**config.mk**
```make
export PLATFORM = sky130hd
export DESIGN_NAME = pixel_plotter_flat
export DESIGN_NICKNAME = d
export VERILOG_FILES = /design/src/rtl/pixel_plotter_if.sv /design/src/rtl/pixel_plotter.sv /design/src/flat_wrapper.sv
export SDC_FILE = /design/constraint.sdc
export NUM_CORES = 1
export LEC_CHECK = 0
export BUFFER_PORTS_ARGS = -buffer_cell sky130_fd_sc_hd__buf_2
export CORE_ASPECT_RATIO = 0.9
export CORE_MARGIN = 5
export CORE_UTILIZATION = 50
export CTS_CLUSTER_DIAMETER = 150
export DETAILED_ROUTE_END_ITERATION = 10
export PLACE_DENSITY_LB_ADDON = 0.1
export SETUP_SLACK_MARGIN = 0.3
export SLEW_MARGIN = 15
export SYNTH_ARGS = -nofsm -noshare
export SYNTH_HDL_FRONTEND = slang
export SYNTH_SLANG_ARGS = --single-unit
```
**constraint.sdc**
```tcl
create_clock -name clk -period 2.7 [get_ports clk]
set_input_delay 0 -clock clk [delete_from_list [all_inputs] [get_ports clk]]
set_output_delay 0 -clock clk [all_outputs]
set_load 0.02 [all_outputs]
```
**src/rtl/pixel_plotter_if.sv**
```systemverilog
// SRAM controller request/response bus seen by the pixel plotter.
// The plotter is the master; the SRAM controller is the slave.
interface pixel_plotter_if #(
  parameter int unsigned ADDR_W = 18
);
  logic [ADDR_W-1:0] address;
  logic [15:0]       data_write;
  logic [15:0]       data_read;
  logic              read;
  logic              write;
  logic              ready;

  modport master (
    output address, data_write, read, write,
    input  data_read, ready
  );

  modport slave (
    input  address, data_write, read, write,
    output data_read, ready
  );
endinterface

```
**src/rtl/pixel_plotter.sv**
```systemverilog
// Read-modify-write pixel painter for a 1bpp SRAM frame buffer: sets the latest camera
// pixel once per vblank, or clears the whole buffer on request.
module pixel_plotter #(
  parameter int unsigned H_PIXELS   = 640,
  parameter int unsigned V_LINES    = 480,
  parameter int unsigned LINE_WORDS = 40,
  parameter int unsigned ADDR_W     = 18
) (
  input  logic                   clk,
  input  logic                   reset,
  input  logic [9:0]             plot_x,
  input  logic [9:0]             plot_y,
  input  logic                   plot_valid,
  input  logic                   frame_start,
  input  logic                   erase_req,
  output logic                   busy,
  output logic                   done,
  pixel_plotter_if.master        sram
);

  localparam logic [9:0]        HLimit   = 10'(H_PIXELS);
  localparam logic [9:0]        VLimit   = 10'(V_LINES);
  localparam logic [ADDR_W-1:0] LastAddr = ADDR_W'(V_LINES * LINE_WORDS - 1);

  typedef enum logic [2:0] {
    StIdle, StRd, StRdWait, StWr, StWrWait, StEr, StErWait, StFin
  } state_e;

  state_e            state_q, state_d;
  logic [9:0]        px_q, px_d, py_q, py_d;
  logic              pending_q, pending_d;
  logic [ADDR_W-1:0] addr_q, addr_d;
  logic [15:0]       wdata_q, wdata_d;
  logic [15:0]       mask_q, mask_d;
  logic              read_q, read_d;
  logic              write_q, write_d;
  logic              done_q, done_d;

  logic              sample_ok;
  logic              start_plot;
  logic [ADDR_W-1:0] plot_addr;

  assign sample_ok  = plot_valid && (plot_x < HLimit) && (plot_y < VLimit);
  assign start_plot = (state_q == StIdle) && frame_start && !erase_req && pending_q;
  // py*40 built from shifts: 40 = 32 + 8
  assign plot_addr  = (ADDR_W'(py_q) << 5) + (ADDR_W'(py_q) << 3) + ADDR_W'(px_q[9:4]);

  always_comb begin
    state_d   = state_q;
    px_d      = px_q;
    py_d      = py_q;
    pending_d = pending_q;
    addr_d    = addr_q;
    wdata_d   = wdata_q;
    mask_d    = mask_q;
    read_d    = read_q;
    write_d   = write_q;
    done_d    = 1'b0;

    // Clear before capture so a sample arriving on the launch cycle stays pending
    if (start_plot) pending_d = 1'b0;
    if (sample_ok) begin
      px_d      = plot_x;
      py_d      = plot_y;
      pending_d = 1'b1;
    end

    unique case (state_q)
      StIdle: begin
        if (frame_start) begin
          if (erase_req) begin
            state_d = StEr;
            addr_d  = '0;
          end else if (pending_q) begin
            state_d = StRd;
            addr_d  = plot_addr;
            mask_d  = 16'h1 << px_q[3:0];
          end
        end
      end
      StRd: begin
        read_d  = 1'b1;
        state_d = StRdWait;
      end
      StRdWait: begin
        if (sram.ready) begin
          read_d  = 1'b0;
          wdata_d = sram.data_read | mask_q;
          state_d = StWr;
        end
      end
      StWr: begin
        write_d = 1'b1;
        state_d = StWrWait;
      end
      StWrWait: begin
        if (sram.ready) begin
          write_d = 1'b0;
          state_d = StFin;
        end
      end
      StEr: begin
        write_d = 1'b1;
        wdata_d = 16'h0000;
        state_d = StErWait;
      end
      StErWait: begin
        if (sram.ready) begin
          write_d = 1'b0;
          if (addr_q == LastAddr) begin
            state_d = StFin;
          end else begin
            addr_d  = addr_q + 1'b1;
            state_d = StEr;
          end
        end
      end
      StFin: begin
        done_d  = 1'b1;
        state_d = StIdle;
      end
    endcase
  end

  always_ff @(posedge clk or posedge reset) begin
    if (reset) begin
      state_q   <= StIdle;
      px_q      <= '0;
      py_q      <= '0;
      pending_q <= 1'b0;
      addr_q    <= '0;
      wdata_q   <= '0;
      mask_q    <= '0;
      read_q    <= 1'b0;
      write_q   <= 1'b0;
      done_q    <= 1'b0;
    end else begin
      state_q   <= state_d;
      px_q      <= px_d;
      py_q      <= py_d;
      pending_q <= pending_d;
      addr_q    <= addr_d;
      wdata_q   <= wdata_d;
      mask_q    <= mask_d;
      read_q    <= read_d;
      write_q   <= write_d;
      done_q    <= done_d;
    end
  end

  assign busy            = (state_q != StIdle);
  assign done            = done_q;
  assign sram.address    = addr_q;
  assign sram.data_write = wdata_q;
  assign sram.read       = read_q;
  assign sram.write      = write_q;

endmodule

```
**src/flat_wrapper.sv**
```systemverilog
// flat-port wrapper written by rule: the top's interface ports become plain ports
module pixel_plotter_flat 
#(
  parameter int unsigned H_PIXELS   = 640,
  parameter int unsigned V_LINES    = 480,
  parameter int unsigned LINE_WORDS = 40,
  parameter int unsigned ADDR_W     = 18
)
  (clk, reset, plot_x, plot_y, plot_valid, frame_start, erase_req, busy, done, sram_address, sram_data_write, sram_read, sram_write, sram_data_read, sram_ready);
  pixel_plotter_if #(.ADDR_W(ADDR_W)) sram_i ();
  input  logic clk;
  input  logic reset;
  input  logic [9:0] plot_x;
  input  logic [9:0] plot_y;
  input  logic plot_valid;
  input  logic frame_start;
  input  logic erase_req;
  output logic busy;
  output logic done;
  output wire logic [$bits(sram_i.address)-1:0] sram_address;
  output wire logic [$bits(sram_i.data_write)-1:0] sram_data_write;
  output wire logic [$bits(sram_i.read)-1:0] sram_read;
  output wire logic [$bits(sram_i.write)-1:0] sram_write;
  input wire logic [$bits(sram_i.data_read)-1:0] sram_data_read;
  input wire logic [$bits(sram_i.ready)-1:0] sram_ready;
  assign sram_address = sram_i.address;
  assign sram_data_write = sram_i.data_write;
  assign sram_read = sram_i.read;
  assign sram_write = sram_i.write;
  assign sram_i.data_read = sram_data_read;
  assign sram_i.ready = sram_ready;
  pixel_plotter #(.H_PIXELS(H_PIXELS), .V_LINES(V_LINES), .LINE_WORDS(LINE_WORDS), .ADDR_W(ADDR_W)) u_core (.clk(clk), .reset(reset), .plot_x(plot_x), .plot_y(plot_y), .plot_valid(plot_valid), .frame_start(frame_start), .erase_req(erase_req), .busy(busy), .done(done), .sram(sram_i));
endmodule
```
==> results.yml, run 1 <==
status:
  status: "complete, no violations"
floorplanning:
  die_w_um: 106
  ios: 80
  start_util_pct: 51.7
  core_um2: 8110
  placementRows: 31
  die_h_um: 96.8
  dieArea_um2: 10300
routing:
  post_drt_wl_per_cell_um: 16.0
  ant_nets: 0
  num_vias: 3762
  drtPass1Iterations: 5
  wirelength_um: 10700
  drcViolationCount: 0
  drt_iter0_drc: 157
  via_per_inst: 5.60
setup_path:
  critPathMaxStageDelay_ns: 0.43
  end_kind: "flip-flop"
  cp_slowest_cell: "dfrtp_1"
  startpoint_type: "flip-flop"
  critical_path_class: "flip-flop to flip-flop"
  worstPathArrival_ns: 2.84
  critPathRequiredTime_ns: 2.92
  cp.buffers_inverters: 0
  cp_cell_sequence: "ha_4, fa_2, a21o_1, a221oi_4, xor2_2, or3b_4, nor4b_4, xnor2_1, o211ai_2"
  timing.critical_path.max_delay_family: "simple AND/OR/NAND/NOR gates"
  cp_max_fo: 3
synthesis:
  netlist_top_cells_count: "dfrtp_1 (77), nand2_1 (56), nor2_1 (40)"
  yosysWarnings: 0
  synth.avg_cell_area_um2: 9.56
  ys_async_sr_fraction_pct: 100
  synth_area_um2: 4190
  synth_nets: 494
  ys_ff_latch: 77
  synth_edf_count: 0
  synth_flop_cell: "dfrtp_1"
  yosys.area.top_type_share_pct: 46.0
  synth_top_area_cell: "dfrtp_1"
  synthCells: 438
  synthTopCellsByArea: "dfrtp_1 (46%), nand2_1 (5.0%), mux2_2 (4.6%)"
  yosysMostFrequentCell: "dfrtp_1"
  seq_area_frac_synth_pct: 46.0
  yosysUniqueCellTypes: 60
timing:
  fin_skew_ns: 0.0105
  rsz0062_at_grt: "true"
  setup_ws_ns: 0.0893
  min_period_ns: 2.61
  final.setup.tns_ns: 0
  fin_crit_sh_pct: 96.7
  setup_viol: 0
  drv_slew: 0
  hold_violations: 0
  tightest_slew_ns: 0.955
  max-slew-margin-rel_pct: 36.4
  fmax_mhz: 383
run:
  maxCapViolations: 0
global_route:
  grt_pass1_wl_um: 17800
  grt_pass1_vias: 3609
  gr-total-overflow: 0
  grt_max_degree: 78
  antenna_found_initial: 0
  grt_use_total_pct: 20.9
placed_design:
  place.gp.congestion: 0.875
  dpl.hpwl_um: 7260
  placed_cells: 608
  pre_cts_slack_ns: 0.0170
  io_buffers: 79
layout:
  multi_input_area_um2: 2320
  final_cells: 672
  regArea_um2: 1930
  drive_gt1_share_pct: 28.3
  nets: 624
  fillers: 654
  areaGrowthSynthToFinish_pct: 32.0
  antenna_cells: 0
clocking:
  cts.path.max_buffers: 2
  root_buffer: "clkbuf_8"
  clk_latency_ns: 0.36
  htree_levels: 3
  clkSinkCount: 77
  cts.reportedPaths.clkPinSlew_ns: 0.08
  cts_made_buffers: 9
  tritoncts: "built"
pwr:
  irDropWorstVdd_mv: 0.542
  p_int_w: 0.00306
  p_comb_share_pct: 49.2
  pwr-share-seq_pct: 34.0
  p_leak_nw: 2.55
  power_frac_clock_pct: 16.8
  power.density_nw_per_um2: 983
  net-switching-power_w: 0.00238
  switching_share_pct: 43.8
worst_hold_path:
  hold_class: "input pin to flip-flop"
==> per-stage QoR <==
| step | power [W] | instance area [um2] | utilization, % | hold WS [ns] |
|---|---|---|---|---|
| finish | 0.00544 | 5530 | 68.2 | 0.0221 |
| global route | 0.00583 | 5530 | 68.2 | 0.0448 |
| detailed placement | 0.00415 | 4710 | 58.1 | 0.236 |
| CTS | 0.00526 | 5410 | 66.7 | 0.0283 |
| floorplan | 0.00347 | 4190 | - | 0.138 |
| global placement | 0.00408 | 4710 | 58.1 | 0.232 |
==> timing repair <==
item,4_1_cts,5_1_grt
endpoints found under the setup margin,6,12
gates resized for setup,7,16
pin swaps,11,10
hold endpoints to repair,115,0
buffers inserted,7,2
hold buffers,39,0
==> final timing paths <==
path                       depth (start not counted)                                   from                               endpoint  slack [ns]
min                                                4                             plot_valid             u_core.py_q[5]$_DFFE_PP0P_        0.02
max reg2reg                                        9             u_core.py_q[0]$_DFFE_PP0P_    u_core.sram.address[14]$_DFFE_PP0P_        0.09
min in group asynchronous                          4                                  reset             u_core.px_q[2]$_DFFE_PP0P_        0.48
max in group asynchronous                          4                                  reset  u_core.sram.data_write[7]$_DFFE_PP0P_        1.61
max                                                9             u_core.py_q[0]$_DFFE_PP0P_    u_core.sram.address[14]$_DFFE_PP0P_        0.09
min reg2reg                                        2  u_core.sram.data_write[1]$_DFFE_PP0P_  u_core.sram.data_write[1]$_DFFE_PP0P_        0.48
==> worst min-delay path: stages <==
cell and delay, ns:
buf_2 0.07, nand3b_1 0.12, nor2_1 0.11, a21oi_1 0.05
==> registers in the layout, indices dropped and copies added, names as in the netlist, 3 cells and up <==
register,cells
u_core.px_q,10
u_core.state_q,3
u_core.mask_q,16
u_core.sram.address,18
u_core.py_q,10
u_core.sram.data_write,16
==> kinds of logic after synthesis <==
kind of cell | after synthesis | synth area share (%)
muxes | 18 | 4.81
buffers and inverters | 25 | 2.30
xor gates and xnor gates | 16 | 3.52
adders and majority gates | 14 | 4.54
DFF | 77 | 46.0
and+or+nand+nor | 161 | 19.2
AOI/OAI and AO/OA | 127 | 19.6
==> routing by layer <==
metal,up-vias,global-route usage (%),wire [um]
met5,-,0,0
li1,1851,-,-
met2,100,32.0,5130
met4,0,4.23,83
met3,8,5.33,633
met1,1803,30.2,4890
==> placed cells by master, fill, tap and decap left out, types with 9 or more instances in the layout <==
master	n
a21oi_1	32
and3_1	10
buf_2	79
buf_4	15
clkbuf_8	10
dfrtp_1	77
dlygate4sd3_1	39
ha_1	9
mux2_2	17
nand2_1	56
nand3_1	12
nor2_1	38
o21ai_0	28
o21ai_1	17
o31ai_1	9
==> power groups by stage <==
stage               sequential (W)  clock, W  combinational (W)
floorplan                  0.00198         0            0.00149
global placement           0.00184         0            0.00224
detailed placement         0.00186         0            0.00229
CTS                        0.00183  0.000939            0.00249
global route               0.00190  0.000979            0.00295
finish                     0.00185  0.000916            0.00267
==> final cells by class <==
| class | count | area share (%) |
|---|---|---|
| multi-input cells | 336 | 41.9 |
| flip-flops and latches | 77 | 34.8 |
| repair buffers | 135 | 16.7 |
| clock buffers | 10 | 2.49 |
| well taps | 99 | 2.24 |
| clock inverters | 6 | 1.27 |
| inverters | 9 | 0.611 |
Power figures use the tool's default switching activity.
==> run 2, diff against run 1 <==
--- a/config.mk
+++ b/config.mk
@@ -6,7 +6,7 @@
 export NUM_CORES = 1
 export LEC_CHECK = 0
 export BUFFER_PORTS_ARGS = -buffer_cell sky130_fd_sc_hd__buf_2
-export CORE_ASPECT_RATIO = 0.9
+export CORE_ASPECT_RATIO = 1.75
 export CORE_MARGIN = 5
 export CORE_UTILIZATION = 50
 export CTS_CLUSTER_DIAMETER = 150
==> results.yml, run 2 (synthesis results as in run 1) <==
floorplanning:
  start_util_pct: 50.7
  ios: 80
  core_um2: 8260
  die_w_um: 79.2
  placementRows: 44
  die_h_um: 131
  dieArea_um2: 10400
layout:
  largest_register_ffs: 18
  drive_gt1_share_pct: 28.6
  fillers: 674
  areaGrowthSynthToFinish_pct: 32.5
  nets: 626
  fin_util_pct: 67.2
  layout_common_cells: "buf_2 (79), dfrtp_1 (76), nand2_1 (56), nor2_1 (38), dlygate4sd3_1 (38)"
  antenna_cells: 0
  final_common_cell: "buf_2"
placed_design:
  place.gp.congestion: 0.827
  pre_cts_slack_ns: 0.0582
  dpl.hpwl_um: 7850
  io_buffers: 79
global_route:
  grt_pass1_wl_um: 18300
  antenna_found_initial: 0
  gr-total-overflow: 0
  grt_max_degree: 36
  grt_pass1_vias: 3990
  grt_use_total_pct: 22.8
setup_path:
  critical_path_class: "flip-flop to flip-flop"
  end_kind: "flip-flop"
  critPathRequiredTime_ns: 2.91
  cp_max_fo: 3
  reg2reg_to: "u_core.sram.address[14]$_DFFE_PP0P_"
  reg2reg_depth: 9
  worstPathArrival_ns: 2.84
  reg2reg_slack_ns: 0.08
  r2r_start: "u_core.py_q[0]$_DFFE_PP0P_"
  startpoint_type: "flip-flop"
routing:
  drcViolationCount: 0
  post_drt_wl_per_cell_um: 17.1
  via_per_inst: 5.78
  wirelength_um: 11400
  drtPass1Iterations: 4
  ant_nets: 0
  drt_iter0_drc: 111
  num_vias: 3852
worst_hold_path:
  hold_end: "u_core.state_q[2]$_DFFE_PP0P_"
  min_path_cells: 3
  hold_path.startpoint: "erase_req"
  hold_class: "input pin to flip-flop"
timing:
  fin_skew_ns: 0.00873
  fmax_mhz: 381
  final.setup.tns_ns: 0
  drv_slew: 0
  setup_viol: 0
  min_period_ns: 2.62
  tightest_slew_ns: 0.945
  hold_violations: 0
  setup_ws_ns: 0.0769
  max-slew-margin-rel_pct: 37.0
  fin_crit_sh_pct: 97.2
  rsz0062_at_grt: "true"
clocking:
  cts.path.max_buffers: 2
  htree_levels: 3
  cts_made_buffers: 9
  clk_latency_ns: 0.35
  clkSinkCount: 77
  tritoncts: "built"
  cts.reportedPaths.clkPinSlew_ns: 0.06
  root_buffer: "clkbuf_16"
status:
  status: "complete, no violations"
run:
  maxCapViolations: 0
pwr:
  irDropWorstVdd_mv: 0.599
  p_leak_nw: 2.58
  power.density_nw_per_um2: 1020
## run 2: cell types whose count changed in the layout (fill, tap and decap cells not counted), moves of 2 or more
cell and change:
inv_6 -2, clkbuf_16 +9, clkinv_2 +4, ha_4 -2, clkinvlp_4 -2, clkbuf_8 -10
ha_2 +2, buf_4 +4
## run 2: per-layer routing
metal / vias up / share of wire, % / track usage (%)
met5: - / 0 / 0
met4: 0 / 4.4 / 12.6
met3: 39 / 3.7 / 4.24
met2: 116 / 56 / 43.8
met1: 1845 / 36 / 22.6
li1: 1852 / - / -
## run 2: worst max path at each step
stage,start,end,slack (ns)
global placement,u_core.py_q[0]$_DFFE_PP0P_,u_core.sram.address[14]$_DFFE_PP0P_,0.13
CTS,u_core.py_q[0]$_DFFE_PP0P_,u_core.sram.address[14]$_DFFE_PP0P_,0.13
detailed placement,u_core.py_q[0]$_DFFE_PP0P_,u_core.sram.address[14]$_DFFE_PP0P_,0.06
floorplan,u_core.py_q[0]$_DFFE_PP0P_,u_core.sram.address[14]$_DFFE_PP0P_,0.23
global route,u_core.py_q[0]$_DFFE_PP0P_,u_core.sram.address[14]$_DFFE_PP0P_,-0.02
finish,u_core.py_q[0]$_DFFE_PP0P_,u_core.sram.address[14]$_DFFE_PP0P_,0.08
## run 2: critical path, stage by stage (launching register included)
cell and delay, ns:
dfrtp_1 0.39, ha_2 0.20, fa_2 0.36, a21o_1 0.21
a221oi_2 0.30, xor2_2 0.12, or3b_4 0.42, nor4b_4 0.23
xnor2_1 0.16, o211ai_2 0.08
## run 2: metrics by stage
stage / instance area (um2) / total power (W) / hold WS (ns) / cells
floorplan: 4190 / 0.00347 / 0.138 / 438
global placement: 4710 / 0.00412 / 0.0322 / 602
detailed placement: 4710 / 0.00418 / 0.0377 / 602
CTS: 5470 / 0.00552 / 0.0275 / 661
global route: 5550 / 0.00602 / 0.0238 / 666
finish: 5550 / 0.00564 / 0.0264 / 666
## run 2: area by class of cell
cell class                 instances  area, um2  share of cell area (%)
multi-input combinational        336       2260                    40.7
sequential                        77       1930                    34.7
inverter                           9       35.0                   0.631
timing repair buffer             137        930                    16.7
clock inverter                     5       52.6                   0.947
clock buffer                      10        229                    4.12
tap                               92        115                    2.07
## run 2: report_power, final
part,switching [W],internal [W],total (W),leakage [nW]
Sequential,0.000357,0.00149,0.00185,0.986
Clock,0.000472,0.000705,0.00118,0.138
Combinational,0.00154,0.00108,0.00262,1.46
## run 2: repair_timing
item	4_1_cts	5_1_grt
setup endpoints to repair	5	8
hold buffers	38	0
buffers inserted	6	5
resized for setup	8	10
pin swaps	9	10
endpoints found under the hold margin	63	0
==> run 3, diff against run 2 <==
--- a/config.mk
+++ b/config.mk
@@ -8,7 +8,7 @@
 export BUFFER_PORTS_ARGS = -buffer_cell sky130_fd_sc_hd__buf_2
 export CORE_ASPECT_RATIO = 1.75
 export CORE_MARGIN = 5
-export CORE_UTILIZATION = 50
+export CORE_UTILIZATION = 25
 export CTS_CLUSTER_DIAMETER = 150
 export DETAILED_ROUTE_END_ITERATION = 10
 export PLACE_DENSITY_LB_ADDON = 0.1
==> results.yml, run 3 (synthesis results as in run 1) <==
status:
  status: "complete, no violations"
routing:
  post_drt_wl_per_cell_um: 15.5
  wirelength_um: 12300
  drcViolationCount: 0
  via_per_inst: 4.65
  drtPass1Iterations: 4
  num_vias: 3700
  drt_iter0_drc: 193
  ant_nets: 0
setup_path:
  reg2reg_to: "u_core.sram.address[14]$_DFFE_PP0P_"
  r2r_start: "u_core.py_q[0]$_DFFE_PP0P_"
  reg2reg_depth: 9
  startpoint_type: "flip-flop"
  cp_max_fo: 3
  reg2reg_slack_ns: 0.16
  worstPathArrival_ns: 2.74
  end_kind: "flip-flop"
  critPathRequiredTime_ns: 2.91
  critical_path_class: "flip-flop to flip-flop"
floorplanning:
  placementRows: 62
  die_w_um: 108
  core_um2: 16400
  die_h_um: 181
  start_util_pct: 25.5
  dieArea_um2: 19500
  ios: 80
timing:
  fmax_mhz: 394
  whs_ns: 0.0233
  max-slew-margin-rel_pct: 36.3
  setup_viol: 0
  final.setup.tns_ns: 0
  hold_violations: 0
  fin_crit_sh_pct: 93.9
  tightest_slew_ns: 0.955
  fin_skew_ns: 0.00819
  drv_slew: 0
  min_period_ns: 2.54
  rsz0062_at_grt: "true"
clocking:
  cts_made_buffers: 9
  tritoncts: "built"
  root_buffer: "clkbuf_16"
  cts.reportedPaths.clkPinSlew_ns: 0.07
  cts.path.max_buffers: 2
  clk_latency_ns: 0.34
  htree_levels: 3
  clkSinkCount: 77
worst_hold_path:
  min_path_cells: 3
  hold_end: "u_core.state_q[2]$_DFFE_PP0P_"
  hold_path.startpoint: "erase_req"
  hold_class: "input pin to flip-flop"
global_route:
  grt_pass1_vias: 3826
  antenna_found_initial: 0
  gr-total-overflow: 0
  grt_use_total_pct: 12.8
  grt_max_degree: 78
  grt_pass1_wl_um: 19700
layout:
  layout_common_cells: "buf_2 (79), dfrtp_1 (76), nand2_1 (56), nor2_1 (39), dlygate4sd3_1 (38)"
  areaGrowthSynthToFinish_pct: 35.9
  drive_gt1_share_pct: 27.6
  largest_register_ffs: 18
  final_common_cell: "buf_2"
  antenna_cells: 0
  nets: 623
placed_design:
  io_buffers: 79
  dpl.hpwl_um: 9070
  place.gp.congestion: 0.758
run:
  maxCapViolations: 0
pwr:
  irDropWorstVdd_mv: 0.311
  p_leak_nw: 2.58
  power.density_nw_per_um2: 993
## run 3: cell types whose count changed in the layout (fill, tap and decap cells not counted), moves of 2 or more
| cell | change |
|---|---|
| clkinv_2 | -3 |
| xor2_1 | +2 |
| inv_6 | +4 |
| buf_4 | -3 |
## run 3: power by group
group / total [W] / leakage (nW) / switching, W / internal [W]
Combinational: 0.00254 / 1.45 / 0.00152 / 0.00101
Clock: 0.00126 / 0.143 / 0.000534 / 0.000730
Sequential: 0.00185 / 0.986 / 0.000357 / 0.00149
Total: 0.00565 / 2.58 / 0.00242 / 0.00323
## run 3: layout make-up
type,instances,area [um2]
Clock inverter,7,80.1
Inverter,9,35.0
Tap cell,224,280
Multi-Input combinational cell,336,2230
Fill cell,1789,10800
Sequential cell,77,1930
Timing Repair Buffer,134,916
Clock buffer,9,225
## run 3: worst max-delay path by stage
| stage | startpoint | end | slack (ns) |
|---|---|---|---|
| after global routing | u_core.py_q[2]$_DFFE_PP0P_ | u_core.sram.address[14]$_DFFE_PP0P_ | 0.03 |
| after detailed placement | u_core.py_q[0]$_DFFE_PP0P_ | u_core.sram.address[14]$_DFFE_PP0P_ | 0.13 |
| final | u_core.py_q[0]$_DFFE_PP0P_ | u_core.sram.address[14]$_DFFE_PP0P_ | 0.16 |
| after CTS | u_core.py_q[0]$_DFFE_PP0P_ | u_core.sram.address[14]$_DFFE_PP0P_ | 0.16 |
| after floorplan | u_core.py_q[0]$_DFFE_PP0P_ | u_core.sram.address[14]$_DFFE_PP0P_ | 0.23 |
| after global placement | u_core.py_q[0]$_DFFE_PP0P_ | u_core.sram.address[14]$_DFFE_PP0P_ | 0.16 |
## run 3: repair_timing
action,4_1_cts,5_1_grt
endpoints found under the setup margin,5,11
endpoints found under the hold margin,114,0
hold buffers,38,0
pin swaps,2,1
resized for setup,3,9
setup buffers,3,1
## run 3: metrics by stage
step / power (W) / setup slack, ns / area, um2 / std cells / util [%]
4_1_cts: 0.00569 / 0.157 / 5640 / 795 / 34.3
6_report: 0.00565 / 0.165 / 5690 / 796 / 34.6
3_3_place_gp: 0.00430 / 0.161 / 4920 / 738 / 29.9
3_5_place_dp: 0.00432 / 0.130 / 4920 / 738 / 29.9
5_1_grt: 0.00607 / 0.0256 / 5690 / 796 / 34.6
2_1_floorplan: 0.00347 / 0.226 / 4190 / 438 / -
## run 3: routing by layer
| layer | global-route usage (%) | routed length (um) |
|---|---|---|
| met2 | 24.7 | 6840 |
| met3 | 2.71 | 446 |
| met4 | 4.70 | 342 |
| met1 | 13.2 | 4690 |
| met5 | 0 | 0 |
## run 3: worst max-delay path, cell delays in order (launching register included)
cell and delay (ns):
dfrtp_1 0.38, ha_2 0.20, fa_2 0.35, a21o_1 0.20
a221oi_2 0.25, xor2_1 0.12, or3b_4 0.41, nor4b_4 0.23
xnor2_1 0.16, o211ai_2 0.09
